`src/rtl/float_mul_iter.sv`:
```
// float_mul_iter: multi-cycle floating-point multiplier with valid/ready
// handshakes on both sides. Operands are {sign, exp, mantissa}. The
// significand product is built by a radix-2 shift-add loop that consumes one
// multiplier bit per cycle. The product is then normalised and rounded to
// nearest-even. Subnormal operands are flushed to signed zero. NaN and
// infinity operands bypass the datapath. Only one operation is in flight.
//
// Parameters:
//   EW        exponent width (bias = 2^(EW-1)-1)
//   MW        stored mantissa width, word width W = 1+EW+MW
// Ports:
//   clk       clock
//   rst_n     asynchronous active-low reset, aborts any operation
//   in_valid  operands valid
//   in_ready  high only while idle
//   a, b      operands
//   out_valid result valid, held until out_ready
//   out_ready consumer accepts the result
//   s         product
//   flags     {invalid, overflow, underflow, inexact}, valid with out_valid
module float_mul_iter #(
    parameter int EW = 8,
    parameter int MW = 23
) (
    input  logic            clk,
    input  logic            rst_n,
    input  logic            in_valid,
    output logic            in_ready,
    input  logic [EW+MW:0]  a,
    input  logic [EW+MW:0]  b,
    output logic            out_valid,
    input  logic            out_ready,
    output logic [EW+MW:0]  s,
    output logic [3:0]      flags
);

    localparam int W  = 1 + EW + MW;
    localparam int PW = 2 * MW + 2;
    localparam int CW = $clog2(MW + 2);

    localparam logic signed [EW+1:0] BIAS    = {3'b000, {(EW-1){1'b1}}};
    localparam logic signed [EW+1:0] EXP_MAX = {2'b00, {EW{1'b1}}};
    localparam logic signed [EW+1:0] EXP_ONE = {{(EW+1){1'b0}}, 1'b1};
    localparam logic signed [EW+1:0] EXP_ZERO = {(EW+2){1'b0}};
    localparam logic [CW-1:0]        CNT_LAST = CW'(MW);
    localparam logic [CW-1:0]        CNT_ONE  = {{(CW-1){1'b0}}, 1'b1};
    localparam logic [W-1:0]         QNAN =
        {1'b0, {EW{1'b1}}, 1'b1, {(MW-1){1'b0}}};

    typedef enum logic [2:0] {
        ST_IDLE  = 3'd0,
        ST_MUL   = 3'd1,
        ST_NORM  = 3'd2,
        ST_ROUND = 3'd3,
        ST_DONE  = 3'd4
    } state_t;

    state_t                 state_r;
    state_t                 state_nx_s;
    logic [W-1:0]           a_r;
    logic [W-1:0]           b_r;
    logic [PW-1:0]          prod_r;
    logic [CW-1:0]          cnt_r;
    logic signed [EW+1:0]   exp_r;
    logic [W-1:0]           s_r;
    logic [3:0]             flags_r;
    logic                   out_valid_r;

    // Operand field decode of the latched operands
    logic [EW-1:0] a_exp_s, b_exp_s;
    logic [MW-1:0] a_man_s, b_man_s;
    logic          a_zero_s, b_zero_s, a_inf_s, b_inf_s, a_nan_s, b_nan_s;
    logic          a_snan_s, b_snan_s, sign_s;

    assign a_exp_s  = a_r[W-2:MW];
    assign b_exp_s  = b_r[W-2:MW];
    assign a_man_s  = a_r[MW-1:0];
    assign b_man_s  = b_r[MW-1:0];
    assign a_zero_s = (a_exp_s == {EW{1'b0}});
    assign b_zero_s = (b_exp_s == {EW{1'b0}});
    assign a_inf_s  = (a_exp_s == {EW{1'b1}}) && (a_man_s == {MW{1'b0}});
    assign b_inf_s  = (b_exp_s == {EW{1'b1}}) && (b_man_s == {MW{1'b0}});
    assign a_nan_s  = (a_exp_s == {EW{1'b1}}) && (a_man_s != {MW{1'b0}});
    assign b_nan_s  = (b_exp_s == {EW{1'b1}}) && (b_man_s != {MW{1'b0}});
    assign a_snan_s = a_nan_s && !a_man_s[MW-1];
    assign b_snan_s = b_nan_s && !b_man_s[MW-1];
    assign sign_s   = a_r[W-1] ^ b_r[W-1];

    assign in_ready  = (state_r == ST_IDLE);
    assign out_valid = out_valid_r;
    assign s         = s_r;
    assign flags     = flags_r;

    logic           spec_hit_s;
    logic [W-1:0]   spec_res_s;
    logic           spec_inv_s;

    // Special-operand classification; NaN outranks inf*zero, which outranks inf and zero
    always_comb begin
        spec_hit_s = 1'b1;
        spec_res_s = {W{1'b0}};
        spec_inv_s = 1'b0;
        if (a_nan_s || b_nan_s) begin
            spec_res_s = QNAN;
            spec_inv_s = a_snan_s || b_snan_s;
        end else if ((a_inf_s && b_zero_s) || (b_inf_s && a_zero_s)) begin
            spec_res_s = QNAN;
            spec_inv_s = 1'b1;
        end else if (a_inf_s || b_inf_s) begin
            spec_res_s = {sign_s, {EW{1'b1}}, {MW{1'b0}}};
        end else if (a_zero_s || b_zero_s) begin
            spec_res_s = {sign_s, {(W-1){1'b0}}};
        end else begin
            spec_hit_s = 1'b0;
        end
    end

    // One shift-add step: the upper half accumulates the multiplicand when the
    // multiplier LSB (low half of prod_r) is set, then the pair shifts right
    logic [MW+1:0]          add_s;
    logic [PW-1:0]          step_s;
    logic signed [EW+1:0]   exp_sum_s;

    assign add_s     = {1'b0, prod_r[PW-1:MW+1]} + {1'b0, 1'b1, a_man_s};
    assign exp_sum_s = $signed({2'b00, a_exp_s}) + $signed({2'b00, b_exp_s}) - BIAS;

    // Multiply step selection
    always_comb begin
        if (prod_r[0]) begin
            step_s = {add_s, prod_r[MW:1]};
        end else begin
            step_s = {1'b0, prod_r[PW-1:1]};
        end
    end

    // Rounding of the normalised product (leading one at bit 2MW)
    logic [MW-1:0]          kept_s;
    logic                   guard_s, sticky_s, inc_s;
    logic [MW+1:0]          sig_s;
    logic [MW-1:0]          mant_s;
    logic signed [EW+1:0]   fexp_s;
    logic [W-1:0]           rnd_res_s;
    logic [3:0]             rnd_flags_s;

    assign kept_s   = prod_r[2*MW-1:MW];
    assign guard_s  = prod_r[MW-1];
    assign sticky_s = |prod_r[MW-2:0];
    assign inc_s    = guard_s && (sticky_s || kept_s[0]);
    assign sig_s    = {2'b01, kept_s} + {{(MW+1){1'b0}}, inc_s};
    assign fexp_s   = exp_r + $signed({{(EW+1){1'b0}}, sig_s[MW+1]});

    // Final packing with overflow/underflow saturation
    always_comb begin
        if (sig_s[MW+1]) begin
            mant_s = sig_s[MW:1];
        end else begin
            mant_s = sig_s[MW-1:0];
        end
        if (fexp_s >= EXP_MAX) begin
            rnd_res_s   = {sign_s, {EW{1'b1}}, {MW{1'b0}}};
            rnd_flags_s = 4'b0101;
        end else if (fexp_s <= EXP_ZERO) begin
            rnd_res_s   = {sign_s, {(W-1){1'b0}}};
            rnd_flags_s = 4'b0011;
        end else begin
            rnd_res_s   = {sign_s, fexp_s[EW-1:0], mant_s};
            rnd_flags_s = {3'b000, guard_s || sticky_s};
        end
    end

    // State register
    always_ff @(posedge clk or negedge rst_n) begin
        if (!rst_n) begin
            state_r <= ST_IDLE;
        end else begin
            state_r <= state_nx_s;
        end
    end

    // Next-state logic
    always_comb begin
        state_nx_s = state_r;
        case (state_r)
            ST_IDLE: begin
                if (in_valid) begin
                    state_nx_s = ST_MUL;
                end else begin
                    state_nx_s = ST_IDLE;
                end
            end
            ST_MUL: begin
                if (spec_hit_s) begin
                    state_nx_s = ST_DONE;
                end else if (cnt_r == CNT_LAST) begin
                    state_nx_s = ST_NORM;
                end else begin
                    state_nx_s = ST_MUL;
                end
            end
            ST_NORM:  state_nx_s = ST_ROUND;
            ST_ROUND: state_nx_s = ST_DONE;
            ST_DONE: begin
                if (out_ready) begin
                    state_nx_s = ST_IDLE;
                end else begin
                    state_nx_s = ST_DONE;
                end
            end
            default:  state_nx_s = ST_IDLE;
        endcase
    end

    // Datapath and registered outputs
    always_ff @(posedge clk or negedge rst_n) begin
        if (!rst_n) begin
            a_r         <= {W{1'b0}};
            b_r         <= {W{1'b0}};
            prod_r      <= {PW{1'b0}};
            cnt_r       <= {CW{1'b0}};
            exp_r       <= EXP_ZERO;
            s_r         <= {W{1'b0}};
            flags_r     <= 4'b0000;
            out_valid_r <= 1'b0;
        end else begin
            case (state_r)
                ST_IDLE: begin
                    if (in_valid) begin
                        a_r    <= a;
                        b_r    <= b;
                        // multiplier significand sits in the low half
                        prod_r <= {{(MW+1){1'b0}}, 1'b1, b[MW-1:0]};
                        cnt_r  <= {CW{1'b0}};
                    end
                end
                ST_MUL: begin
                    exp_r <= exp_sum_s;
                    cnt_r <= cnt_r + CNT_ONE;
                    if (spec_hit_s) begin
                        s_r         <= spec_res_s;
                        flags_r     <= {spec_inv_s, 3'b000};
                        out_valid_r <= 1'b1;
                    end else begin
                        prod_r <= step_s;
                    end
                end
                ST_NORM: begin
                    // the shifted-out bit is folded into bit 0 so it still counts as sticky
                    if (prod_r[PW-1]) begin
                        prod_r <= {1'b0, prod_r[PW-1:2], prod_r[1] | prod_r[0]};
                        exp_r  <= exp_r + EXP_ONE;
                    end
                end
                ST_ROUND: begin
                    s_r         <= rnd_res_s;
                    flags_r     <= rnd_flags_s;
                    out_valid_r <= 1'b1;
                end
                ST_DONE: begin
                    if (out_ready) begin
                        out_valid_r <= 1'b0;
                    end
                end
                default: begin
                    out_valid_r <= 1'b0;
                end
            endcase
        end
    end

endmodule
```
`config.mk`:
```
export PLATFORM = sky130hd
export DESIGN_NAME = float_mul_iter
export DESIGN_NICKNAME = d
export VERILOG_FILES = /design/src/rtl/float_mul_iter.sv
export SDC_FILE = /design/constraint.sdc
export NUM_CORES = 1
export LEC_CHECK = 0
export ABC_AREA = 1
export ABC_CLOCK_PERIOD_IN_PS = 3900
export CAP_MARGIN = 15
export CORE_ASPECT_RATIO = 0.6
export CORE_MARGIN = 3
export CORE_UTILIZATION = 40
export CTS_CLUSTER_SIZE = 10
export DETAILED_ROUTE_END_ITERATION = 16
export GPL_TIMING_DRIVEN = 0
export PLACE_DENSITY = 0.57
export SETUP_SLACK_MARGIN = 0.2
export SYNTH_ARGS = -nofsm -noshare
export SYNTH_HDL_FRONTEND = slang
export SYNTH_SLANG_ARGS = --single-unit
```
`constraint.sdc`:
```
create_clock -name clk -period 3.9 [get_ports clk]
set_clock_uncertainty 0.2 [all_clocks]
set_input_delay 0.585 -clock clk [delete_from_list [all_inputs] [get_ports clk]]
set_output_delay 0.585 -clock clk [all_outputs]
set_load 0.005 [all_outputs]
```
Yosys cells after proc, flatten, opt, wreduce, memory -nomap -nowiden
Cells that the tools add are included.
W data, S select, Z words.

cells by class
  add/subtract/negate cells = 7
  order comparisons = 2
  equal/unequal tests = 12
  multiplexer cells = 36
  bitwise logic cells = 3
  reductions and logical operators = 38

operator list
  cell                     count
  $mux W32                 5
  $mux W48                 3
  $pmux W48 S3             1
  $pmux W32 S2             1
  $mux W31                 2
  $mux W47                 1
  $logic_not A23 Y1        2
  $reduce_bool A23 Y1      2
  $add A24 B1 Y25          1
  $add A24 B24 Y25         1
  $mux W23                 1
  $reduce_or A22 Y1        1
  $pmux W10 S2             1
  $eq A8 B8 Y1 const B     2
  $logic_not A8 Y1         2
  $pmux W3 S5              1
  $add A10 B2 Y10          1
  $add A10 B2 Y10 const B  1
  $ge A10 B9 Y1 const B    1
  $le A10 B1 Y1 const B    1
  $mux W10                 1
  $ne A2 B2 Y1 const B     5
  $pmux W5 S2              1
  $sub A9 B7 Y10 const B   1
  other kinds (26)         59

storage, ports and cells
  bits in registers = 167
  input port bits = 68
  output and inout port bits = 38
  logic and storage cells = 108

Longest topological paths before layout
  depth in word-level cells = 9
  depth in mapped cells = 26
  mapped depth without buffers = 26

Worst setup path before layout
OpenSTA, ideal clock, no wires.

  kind = reg2reg
  start = reg prod_r[22]
  end = reg s_r[13] (netlist: s[13])
  setup time = 0.117 ns
  arrival = 3.145 ns
  data required time = 3.583 ns
  slack = 0.438 ns
  cell stages (with the launch flop) = 26
  path buffers = 1
  clock period less this slack = 3.462 ns
  cells stage by stage = dfrtp_1 > nand2_1 > inv_1 > ha_1 > nand2_1 > nor2_2 > nand3_1 > nor2_1 > nand4_1 > nor3_1 > nand4_1 > nor3_1 > ha_1 > ha_1 > nand2_1 > nor2_2 > nand2_1 > nand2_1 > nand2_1 > nor2_1 > nand3_1 > nand2_4 > buf_6 > nor3_2 > nand3_1 > nand2_1

between the ends
  word-level cells in the longest chain between the ends = 7
  elaborated cells between the ends (all ways) = 9
  classes of those cells = add/sub: 2; order compare: 2; mux: 4; reduce/logical: 1

RTL lines
  what                     RTL line  text
  from (decl)              62        logic [PW-1:0] prod_r;
  from (signal assigned)   218       prod_r <= {PW{1'b0}};
  from (signal assigned)   231       prod_r <= {{(MW+1){1'b0}}, 1'b1, b[MW-1:0]};
  from (signal assigned)   243       prod_r <= step_s;
  $logic_and A1 B1 Y1 (*)  148       assign inc_s = guard_s && (sticky_s || kept_s[0]);
  $add A24 B1 Y25 (*)      149       assign sig_s = {2'b01, kept_s} + {{(MW+1){1'b0}}, inc_s};
  $add A10 B2 Y10          150       assign fexp_s = exp_r + $signed({{(EW+1){1'b0}}, sig_s[MW+1]});
  $le A10 B1 Y1            162       end else if (fexp_s <= EXP_ZERO) begin
  $mux W31                 162
  $mux W31 (*)             159       if (fexp_s >= EXP_MAX) begin
  $pmux W32 S2 (*)         225       case (state_r)
  to (signal assigned)     221       s_r <= {W{1'b0}};
  to (signal assigned)     239       s_r <= spec_res_s;
  to (signal assigned)     254       s_r <= rnd_res_s;
  to (decl)                65        logic [W-1:0] s_r;

Mark *: on every way between the ends. The rest lies on a longest branch, timed or not.
A chain may end at the register's enable or synchronous reset.

Worst setup path in the final report
  start = reg prod_r[23]
  end = reg s_r[4] (netlist: s[4])

between the ends
  word-level cells in the longest chain between the ends = 8
  elaborated cells between the ends (all ways) = 10
  classes of those cells = add/sub: 2; order compare: 2; mux: 4; reduce/logical: 2

RTL lines
  what                 RTL line
  $logic_or A1 B1 Y1   148
  $logic_and A1 B1 Y1  148
  $add A24 B1 Y25 (*)  149
  $add A10 B2 Y10      150
  $le A10 B1 Y1        162
  $mux W31             162
  $mux W31 (*)         159
  $pmux W32 S2 (*)     225

Marks and branches as above.

==> results.tsv <==
stage	metric	value	unit
floorplanning	chip width	221	um
synthesis	Yosys Warn Count	0	
synthesis	cell count after synthesis	1624	
drt	Pre-antenna DRT Iters	5	
synthesis	post-synthesis sequential area ratio	37.7	%
final_layout	Post-Layout Cell Count	2141	
drt	antenna-violating nets left	0	
final_layout	fillers	2765	
clocking	clk sinks	167	
timing	final setup vio count	0	
final_layout	Synth-to-Final Area Change	22.2	%
clocking	clock buffer depth	2	
clocking	CTS clk-pin slew, worst paths	0.07	ns
timing	RSZ-0062 raised after global routing	yes	
floorplanning	starting density of the core	41.3	%
floorplanning	Ports	106	
floorplanning	row count	46	
final_layout	Design Area, Final	0.0135	sq mm
power	Leakage Power	0.00684	uW
clocking	CTS H-Tree Depth	4	
power	peak supply drop	0.000287	V
global_routing	all-layer global routing usage	24.5	%
global_routing	number of global-route vias before repair	10096	
global_routing	first-pass GRT wire length	57400	um
synthesis	syn_nets	1738	
synthesis	post-synth cell types	45	
global_routing	M1 GR Usage	40.0	%
worst_setup_path	CP peak stage delay	0.39	ns
place	Placed Area	0.0126	sq mm
final_layout	post-layout util	50.5	%
power	total chip power	10300	uW
global_routing	busiest grt layer	met1	
global_routing	grt total ovfl	0	
drt	final wirelength	36100	um
synthesis	syn_area_per_cell	6.82	sq um
synthesis	Post-synth EDFFs	0	
clocking	clk_lat worst skew	0.45	ns
drt	DRC violations left	0	
worst_setup_path	R2R setup slack	0.25	ns
worst_setup_path	Worst Path Required	4.03	ns
run_status	outcome	completed	
place	port bufs	105	
clocking	total CTS buffers	17	
drt	WL/cell	16.9	um
synthesis	Async SR Flop Fraction	100	%
worst_setup_path	Critical Path Source Type	flop	
drt	vias per cell	5.12	
timing	Slew Viols, Final	0	
clocking	CTS root buf	clkbuf_16	
global_routing	largest net degree at the start of global routing	109	
floorplanning	DIE AREA	0.0298	sq mm
worst_setup_path	Crit path top cell by count	nand2_4	
floorplanning	core area	0.0268	sq mm
worst_setup_path	Setup crit end kind	flop	
worst_setup_path	Worst EP arrival	3.78	ns
place	Placed Instances	2090	
final_layout	ANT cells	0	
final_layout	most common cell after layout, fill and taps aside	nand2_1	
final_layout	layout cell share with drive strength beyond 1	9.32	%
worst_setup_path	FF-to-FF path depth	25	
timing	Worst Tran Pin Value	0.927	ns
timing	Peak Freq	274	MHz
timing	setup TNS	0	ns
synthesis	prevailing post-synth register cell	dfrtp_1	
drt	Vias	10967	
worst_setup_path	CP Max Fanout	6	
worst_setup_path	r2r endpoint	s[4]	
final_layout	commonest non-fill, non-tap cells in the layout	655 x nand2_1, 164 x dfrtp_1, 139 x inv_1	
timing	final worst path period share	93.6	%
timing	Slew headroom	37.6	%
drt	1st-iter DRT viols	987	
worst_setup_path	critical path class	flop to flop	
global_routing	met2 Track Usage GR	32.8	%
hold_path	Hold WC Path Type	flop to flop	
flow_run	Max-Cap Viols	0	
power	PwrDens	762	mW/mm^2
synthesis	#FFs+latches synth	167	
worst_setup_path	worst setup path start	prod_r[23]	
worst_setup_path	r2r startpoint	prod_r[23]	
global_routing	initial antenna violation count	0	
final_layout	# nets final	1883	
worst_setup_path	crit path capture	s[4]	
place	HPWL after DPL	28400	um
floorplanning	chip height	135	um
global_routing	GR Util met3	4.02	%
place	Final Wtd Congestion	0.964	
timing	Fin. Hold Viols	0	
timing	minimum clock period	3.65	ns
synthesis	mapped cell area	0.0111	sq mm
worst_setup_path	slowest CP cell	dfrtp_1	
clocking	TritonCTS clock tree	built	
power breakdown:
part	total (uW)	switching, uW	leakage (uW)	internal (uW)
logic	5590	3500	0.00443	2090
registers	3110	697	0.00214	2410
clock network	1610	767	0.000265	843
final cells by class:
cell class                 count  area (sq um)  area share (%)
timing repair buffer         125          1270            9.36
clock buffer                  20           447            3.30
multi-input combinational   1255          6220            46.0
buffer                        51           299            2.21
clock inverter                11          92.6           0.684
tap                          360           450            3.33
sequential                   167          4180            30.9
inverter                     152           578            4.27
critical path, delay by kind of cell, from the launching register on:
kind / cells / cell delay [ns]
buffers and inverters: 3 / 0.25
adder cells (fa/ha/maj): 3 / 0.54
AO/OA/AOI/OAI: 1 / 0.04
flip-flops: 1 / 0.39
AND/OR/NAND/NOR: 18 / 2.09
state kept, by name, summed over array words and instances (netlist names):
register   count
state_r        3
s             32
a_r           32
b_r           32
exp_r         10
out_valid      1
cnt_r          5
flags          4
prod_r        48
metal layers:
metal / vias up / wire, um
met1: 5132 / 19400
met5: - / 0
met4: 0 / 585
met2: 339 / 13700
li1: 5466 / -
met3: 30 / 2490
cell usage after synthesis (all sizes together), types with 4 or more instances:
master  count  area [sq um]
o21ai      94           470
or2         8          50.1
a31oi       6          37.5
a21oi      38           190
nor3       25           160
nand4      21           131
nor2      154           631
ha         44           551
a22oi       5          37.5
nand2     674          2570
o22ai       4          25.0
dfrtp     167          4180
nand3     117           598
mux2i      21           210
xor2       20           175
buf        34           221
inv       151           569
clkbuf     17          63.8
stage by stage:
stage | worst slack (ns) | hold slack (ns)
global route | 0.0252 | 0.302
CTS | 0.0681 | 0.275
finish | 0.251 | 0.269
detailed placement | -0.690 | 0.259
floorplan | 0.438 | 0.0894
global placement | -5.43 | 0.255
cell families (layout without fill, tap and decap cells):
logic type | after synthesis | count (layout) | synth area share [%]
xor gates and xnor gates | 23 | 23 | 1.82
AOI/OAI and AO/OA | 158 | 158 | 7.65
DFF | 167 | 167 | 37.7
buffers and inverters | 203 | 359 | 7.75
adders and majority gates | 46 | 46 | 5.33
and+or+nand+nor | 1006 | 1007 | 37.8
muxes | 21 | 21 | 1.90
how the worst min path moves through the flow:
stage           from  endpoint  slack, ns  cells past startpoint
2_1_floorplan  rst_n    a_r[0]       0.09                      0
3_3_place_gp   s[12]     s[12]       0.26                      2
3_5_place_dp   s[10]     s[10]       0.26                      2
4_1_cts         s[7]      s[7]       0.28                      2
5_1_grt        s[17]     s[17]       0.30                      2
6_report        s[7]      s[7]       0.27                      2
timing repair:
action | in CTS | in global routing
endpoints found under the hold margin | 59 | 0
hold buffers | 1 | 0
pin swaps | 15 | 16
gates resized for setup | 34 | 21
endpoints found under the setup margin | 34 | 34
buffers inserted | 12 | 4
cloned | 1 | 2
Power figures use the tool's default switching activity.
